**config.mk**
```make
export PLATFORM = sky130hd
export DESIGN_NAME = grid_scan_driver
export DESIGN_NICKNAME = d
export VERILOG_FILES = /design/src/rtl/grid_scan_driver.sv
export SDC_FILE = /design/constraint.sdc
export NUM_CORES = 1
export LEC_CHECK = 0
export CAP_MARGIN = 20
export CORE_ASPECT_RATIO = 0.7
export CORE_MARGIN = 2
export CORE_UTILIZATION = 30
export CTS_CLUSTER_DIAMETER = 150
export DETAILED_ROUTE_END_ITERATION = 8
export PLACE_DENSITY = 0.55
export SLEW_MARGIN = 20
export SYNTH_ARGS = -nofsm -noshare
export SYNTH_HDL_FRONTEND = slang
export SYNTH_SLANG_ARGS = --single-unit
```
**constraint.sdc**
```tcl
create_clock -name clk -period 5.4 [get_ports clk]
set_input_delay 0.54 -clock clk [delete_from_list [all_inputs] [get_ports clk]]
set_output_delay 0.54 -clock clk [all_outputs]
set_load 0.03 [all_outputs]
```
**src/rtl/grid_scan_driver.sv**
```systemverilog
`timescale 1ns/1ps
// Row-multiplexed LED matrix driver: snapshots a 16x16 bitmap once per frame and
// streams each row MSB-first into a 74HC595-style column register.
module grid_scan_driver #(
  parameter int unsigned CLK_DIV      = 4,
  parameter int unsigned DWELL_CYCLES = 64
) (
  input  logic              clk,
  input  logic              reset_n,
  input  logic [15:0][15:0] grid,
  input  logic              en,
  output logic              sclk,
  output logic              sdata,
  output logic              latch,
  output logic [3:0]        row_sel,
  output logic              frame_done
);

  localparam logic [2:0] S_IDLE     = 3'd0;
  localparam logic [2:0] S_LOAD     = 3'd1;
  localparam logic [2:0] S_SHIFT_LO = 3'd2;
  localparam logic [2:0] S_SHIFT_HI = 3'd3;
  localparam logic [2:0] S_LATCH    = 3'd4;
  localparam logic [2:0] S_DWELL    = 3'd5;

  localparam logic [7:0]  DIV_RELOAD   = 8'(CLK_DIV - 1);
  localparam logic [15:0] DWELL_RELOAD = 16'(DWELL_CYCLES - 1);

  logic [2:0]        state;
  logic [3:0]        row_cnt;
  logic [3:0]        bit_cnt;
  logic [15:0]       shift;
  logic [15:0][15:0] fbuf;
  logic [7:0]        div_cnt;
  logic [15:0]       dwell_cnt;

  logic [15:0] row_word;
  logic        div_last;
  logic        dwell_last;

  // Row 0 reads the live grid because the snapshot is taken in the same cycle.
  assign row_word   = (row_cnt == 4'd0) ? grid[0] : fbuf[row_cnt];
  assign div_last   = (div_cnt == 8'd0);
  assign dwell_last = (dwell_cnt == 16'd0);

  always_ff @(posedge clk or negedge reset_n) begin
    if (!reset_n) begin
      state      <= S_IDLE;
      row_cnt    <= 4'd0;
      bit_cnt    <= 4'd0;
      shift      <= 16'd0;
      fbuf       <= '0;
      div_cnt    <= 8'd0;
      dwell_cnt  <= 16'd0;
      sclk       <= 1'b0;
      sdata      <= 1'b0;
      latch      <= 1'b0;
      row_sel    <= 4'd0;
      frame_done <= 1'b0;
    end else begin
      frame_done <= 1'b0;
      case (state)
        S_IDLE: begin
          sclk    <= 1'b0;
          sdata   <= 1'b0;
          latch   <= 1'b0;
          row_sel <= 4'd0;
          if (en) state <= S_LOAD;
        end

        S_LOAD: begin
          if (row_cnt == 4'd0) fbuf <= grid;
          shift   <= row_word;
          bit_cnt <= 4'd0;
          sdata   <= row_word[15];
          sclk    <= 1'b0;
          div_cnt <= DIV_RELOAD;
          state   <= S_SHIFT_LO;
        end

        S_SHIFT_LO: begin
          if (div_last) begin
            sclk    <= 1'b1;
            div_cnt <= DIV_RELOAD;
            state   <= S_SHIFT_HI;
          end else begin
            div_cnt <= div_cnt - 8'd1;
          end
        end

        S_SHIFT_HI: begin
          if (div_last) begin
            shift   <= {shift[14:0], 1'b0};
            bit_cnt <= bit_cnt + 4'd1;
            sclk    <= 1'b0;
            div_cnt <= DIV_RELOAD;
            if (bit_cnt == 4'd15) begin
              latch   <= 1'b1;
              sdata   <= 1'b0;
              row_sel <= row_cnt;
              state   <= S_LATCH;
            end else begin
              // Next bit is presented together with the falling sclk edge.
              sdata <= shift[14];
              state <= S_SHIFT_LO;
            end
          end else begin
            div_cnt <= div_cnt - 8'd1;
          end
        end

        S_LATCH: begin
          if (div_last) begin
            latch     <= 1'b0;
            dwell_cnt <= DWELL_RELOAD;
            state     <= S_DWELL;
          end else begin
            div_cnt <= div_cnt - 8'd1;
          end
        end

        S_DWELL: begin
          if (dwell_last) begin
            if (row_cnt != 4'd15) begin
              row_cnt <= row_cnt + 4'd1;
              state   <= S_LOAD;
            end else begin
              row_cnt    <= 4'd0;
              frame_done <= 1'b1;
              if (en) begin
                state <= S_LOAD;
              end else begin
                row_sel <= 4'd0;
                state   <= S_IDLE;
              end
            end
          end else begin
            dwell_cnt <= dwell_cnt - 16'd1;
          end
        end

        default: state <= S_IDLE;
      endcase
    end
  end

endmodule

```
## After elaboration in Yosys (flattened, before gate mapping)

Cells that the tools add are included.

| storage, ports and cells | value |
|---|---|
| latch bits | 0 |
| logic and storage cells | 113 |
| output and inout port bits | 8 |
| memory bits (writable) | 0 |
| bits in registers | 314 |
| memories | 0 |
| bits in read-only memories | 0 |

| cells by class | value |
|---|---|
| reduce and logical (&&, ||, !) cells | 23 |
| equal/unequal tests | 17 |
| order comparisons | 1 |
| div/mod/pow operators | 0 |
| bitwise gates (word level) | 0 |
| $mul | 0 |
| shift operators | 0 |
| multiplexer cells | 41 |
| add/subtract/negate cells | 4 |

Operators by type and width:

| cell | count |
|---|---|
| binary-select mux 16 bit (select 4 bit) | 1 |
| 2-to-1 mux 16 bit | 4 |
| one-hot mux 16 bit (2 select lines) | 1 |
| one-hot mux 15 bit (2 select lines) | 1 |
| 2-to-1 mux 4 bit | 7 |
| one-hot mux 8 bit (3 select lines) | 1 |
| != test 2 bit, second input constant | 10 |
| 2-to-1 mux 3 bit | 6 |
| one-hot mux 3 bit (6 select lines) | 1 |
| zero test 16 bit | 1 |
| 2-to-1 mux 8 bit | 2 |
| subtractor 16 x 1 -> 16 bit, second input constant | 1 |
| 2-to-1 mux 15 bit | 1 |
| nonzero test 3 bit | 5 |
| one-hot mux 4 bit (3 select lines) | 1 |
| 2-to-1 mux 1 bit | 11 |
| AND reduction 2 bit | 5 |
| one-hot mux 1 bit (3 select lines) | 3 |
| adder 4 x 1 -> 4 bit, second input constant | 2 |
| zero test 8 bit | 1 |
| one-hot mux 4 bit (2 select lines) | 1 |
| subtractor 8 x 1 -> 8 bit, second input constant | 1 |
| == test 3 x 2 -> 1 bit, second input constant | 2 |
| == test 3 bit, second input constant | 2 |
| other kinds (12) | 15 |

## Logic depth before layout (Yosys ltp)

| logic depth | value |
|---|---|
| depth in word-level cells | 4 |
| gate-level depth with buffers | 12 |

## Worst setup path before layout

Ideal clock, no wire load.

| timing | value |
|---|---|
| kind | flip-flop to flip-flop |
| start point | reg row_cnt[1] |
| end point | reg fbuf[100] in the netlist's numbering |
| data arrival time | 2.487 ns |
| cell stages (with the launch flop) | 12 |
| library setup time | 0.065 ns |
| required time | 5.335 ns |
| period minus slack after synthesis | 2.552 ns |
| slack | 2.848 ns |
| cells stage by stage | dfrtp_1 -> buf_1 -> clkbuf_1 -> inv_1 -> ha_1 -> nand2b_1 -> or3_1 -> clkbuf_1 -> clkbuf_1 -> clkbuf_1 -> nand2_1 -> nand2_1 |

| on the way | value |
|---|---|
| cells in the longest elaborated chain, start to end | 2 |

RTL lines:

| what | RTL line | text |
|---|---|---|
| start: declaration | 30 | `logic [3:0] row_cnt;` |
| start signal: assignment | 125 | `row_cnt <= row_cnt + 4'd1;` |
| zero test 4 bit | 72 | `if (row_cnt == 4'd0) fbuf <= grid;` |
| AND reduction 2 bit (no line) | -- |  |
| end signal: assignment | 72 |  |
| end: declaration | 33 | `logic [15:0][15:0] fbuf;` |

Every way passes these cells.
A chain may end at the register's enable or synchronous reset.

## Worst setup path in the final report

| timing | value |
|---|---|
| start point | reg row_cnt[0] |
| end point | reg shift[0] |

| on the way | value |
|---|---|
| cells in the longest elaborated chain, start to end | 4 |
| elaborated cells between the ends (all ways) | 5 |
| classes of those cells | mux: 4; reduce/logical: 1 |

RTL lines:

| what | RTL line | text |
|---|---|---|
| binary-select mux 16 bit (select 4 bit) | 42 | `assign row_word = (row_cnt == 4'd0) ? grid[0] : fbuf[row_cnt];` |
| 2-to-1 mux 16 bit (implied by the code) | 42 |  |
| 2-to-1 mux 16 bit (*) | 42 |  |
| one-hot mux 15 bit (2 select lines) (*) | 62 | `case (state)` |
| end signal: assignment | 73 | `shift <= row_word;` |
| end signal: assignment | 93 | `shift <= {shift[14:0], 1'b0};` |
| end: declaration | 32 | `logic [15:0] shift;` |

Mark *: on every way between the ends. The rest lies on a longest branch, timed or not. The select of a mux whose other input is x is not followed.

==> metrics <==
CTS tree=done; setup TNS=0 ns; Static Leak=approximately 9 nW; CTS buffer count=34; Tcrit/Tclk final=0.5792; area share of the largest cell type after synthesis=0.5327; IO Pins=267; WL final=approximately 46 mm; vias in the first global route=about 12000; hpwl dp=roughly 33 mm; H-Tree Level Count=2; multi-input logic area=~6400 um2; FILL cells=around 4700; detailed-route via count=around 12000; post-detailed-route via-to-cell ratio=between 4 and 5; Worst Max-Slew Pin Slew=just under 1 ns; Area growth, synth to finish=29.27%; Req. time, crit path=about 5.8 ns; port buffer count=between 200 and 300; Worst Setup Slack, final=~2.3 ns; die area=a little over 50000 um2; Sequential Area=7866 um2; hold crit path type=in2async; sequential area share after synthesis=0.5327; Top FF cell, synth=dfrtp_1; Row Count=between 60 and 70; CP max FO=36; Initial Util=0.3060; Clock Tree Root=clkbuf_16; clock sink count=314; Pins Over Slew Limit=0; top post-synthesis cells by area=dfrtp_1 53%, nand2_1 20%, mux4_2 9.5%, clkbuf_1 1.4%, a21oi_1 1.2%; post-synth top area cell=dfrtp_1; final antenna-violating net count=0; DIE WIDTH=between 200 and 300 um; Highest Clock Rate=319.7 MHz; worst vdd ir=0.0002216 V; ys async rst share=1.000; first-pass GRT wire length=roughly 71 mm; Slew headroom=0.3571; Post CTS Setup Buffer Count=0; synthesized area per cell=9.289 um2; CP cell instances=buf_4, mux4_2, mux2_2, a222oi_1, o21ai_0; crit path max-delay cell type=dfrtp_4; RSZ-0062 raised after global routing=false; Hold-fix buffers, CTS=0; cells after synthesis=~1600; Final Critical Period=~3.1 ns; pwr dens=slightly above 500 nW/um2; initial antenna violation count=1; Hold Fails Final Rpt=0; worst stage delay on the critical path=between 0.9 and 1 ns; Place WS=about 2.2 ns; setup violators final=0; clk_skew=roughly 0.02 ns; Distinct cells, synth=60; global route total overflow=0; CTS resizes=0; Max clock buf depth=3; gr usage total=0.1807; Synth Cell Area=~15000 um2; largest net degree at the start of global routing=137; CP endpoint kind=flop; core footprint=slightly below 50000 um2; delay-heaviest family, CP=flip-flops; Net Count, Synth=between 1500 and 2000; initial DRC count=about 1100; cell with the most instances after synthesis=nand2_1; final cell utilization of the core=0.3956; Reg clk slew, reported paths=around 0.06 ns; gpl congestion=approximately 0.83; crit path kind=reg2reg; layout net count=2074; post-detailed-route DRC marker count=0; Yosys reg bits=314; number of synthesized flops with an enable pin=0; status=completed; Critical Path AT=roughly 3.5 ns; Worst Setup Start Kind=flop; layout cell share with drive strength beyond 1=0.08743; number of antenna diodes=0; Commonest cells post-synth=805 x nand2_1, 314 x dfrtp_1, 62 x mux4_2, 54 x clkbuf_1, 42 x nor2_1; routed length per instance=18.37 um; Buf+Inv Stages, Crit Path=1; Synth warnings=0; max capacitance violation total=0; TritonRoute pass-1 iters=5; clk_lat worst skew=about 0.52 ns; Die H=~190 um
## path summary, 6_finish.rpt
path	startpoint	endpoint	slack (ns)	depth (start not counted)
min reg2reg	fbuf[40]$_DFFE_PN0P_	fbuf[40]$_DFFE_PN0P_	0.47	2
min in group clk	fbuf[40]$_DFFE_PN0P_	fbuf[40]$_DFFE_PN0P_	0.47	2
max in group asynchronous	reset_n	fbuf[122]$_DFFE_PN0P_	4.18	2
min	reset_n	fbuf[217]$_DFFE_PN0P_	0.009	1
max	row_cnt[0]$_DFFE_PN0P_	shift[0]$_DFFE_PN0P_	2.27	5
max reg2reg	row_cnt[0]$_DFFE_PN0P_	shift[0]$_DFFE_PN0P_	2.27	5
## metal layers
layer / GRT usage / share of wire / vias up
li1: - / - / 5675
met1: 0.2786 / 0.48 / 5869
met2: 0.2589 / 0.42 / 374
met3: 0.03915 / 0.075 / 53
met4: 0.03611 / 0.017 / 2
met5: 0 / 0.00026 / -
## state kept, by name (all words and copies together), names as in the netlist
register	flops
row_cnt	4
sdata	1
state	3
dwell_cnt	16
latch	1
row_sel	4
div_cnt	8
frame_done	1
shift	15
fbuf	256
bit_cnt	4
sclk	1
## area by class of cell
class | count | area share
Multi-Input combinational cell | 1162 | 0.3380
Timing Repair Buffer | 279 | 0.1476
Sequential cell | 314 | 0.4125
Tap cell | 655 | 0.04298
Inverter | 17 | 0.003346
Clock inverter | 6 | 0.002034
Clock buffer | 52 | 0.05347
## stage by stage
step | power (mW) | instance area (um2) | cells | hold slack (ns)
6_report | 9.614 | 19070 | 2485 | 0.009274
5_1_grt | 10.35 | 19070 | 2485 | 0.05531
4_1_cts | 9.721 | 19070 | 2485 | 0.02763
3_5_place_dp | 7.402 | 18010 | 2427 | 0.4575
3_3_place_gp | 7.299 | 18010 | 2427 | 0.4530
2_1_floorplan | 6.241 | 14750 | 1588 | 0.2444
## where the power goes
part	leakage [nW]	internal, mW	switching (mW)
logic	4.37	1.44	1.70
clock network	0.516	1.30	0.961
registers	3.86	3.48	0.738
total	8.75	6.21	3.40
## kinds of logic after synthesis
kind of cell    share of synthesized area
compound gates                    0.05615
xor+xnor                         0.003562
fa+ha+maj                        0.005937
buf+inv                           0.03155
flops                              0.5327
mux                                0.1170
simple gates                       0.2532
## cell usage in the layout, fill, tap and decap left out, drive strengths merged, types with 3 or more instances in the layout
cell type / synthesis / final
nand3b: 3 / 3
nand3: 10 / 10
o21ai: 29 / 29
a22oi: 7 / 7
clkdlybuf4s50: 0 / 265
clkinv: 0 / 3
o22ai: 6 / 6
nor2b: 6 / 6
nor4: 4 / 4
or3: 9 / 9
o31ai: 11 / 11
nand4: 7 / 7
or4: 12 / 12
inv: 17 / 18
nor3: 8 / 8
mux4: 62 / 62
xor2: 4 / 4
clkbuf: 55 / 52
dfrtp: 314 / 314
mux2: 15 / 15
o221ai: 6 / 6
nand2b: 10 / 10
o2111ai: 9 / 9
nand2: 805 / 805
a21oi: 36 / 36
mux2i: 16 / 16
buf: 40 / 14
nor2: 42 / 42
or2: 5 / 5
o211ai: 3 / 3
ha: 7 / 7
Power figures use the tool's default switching activity.
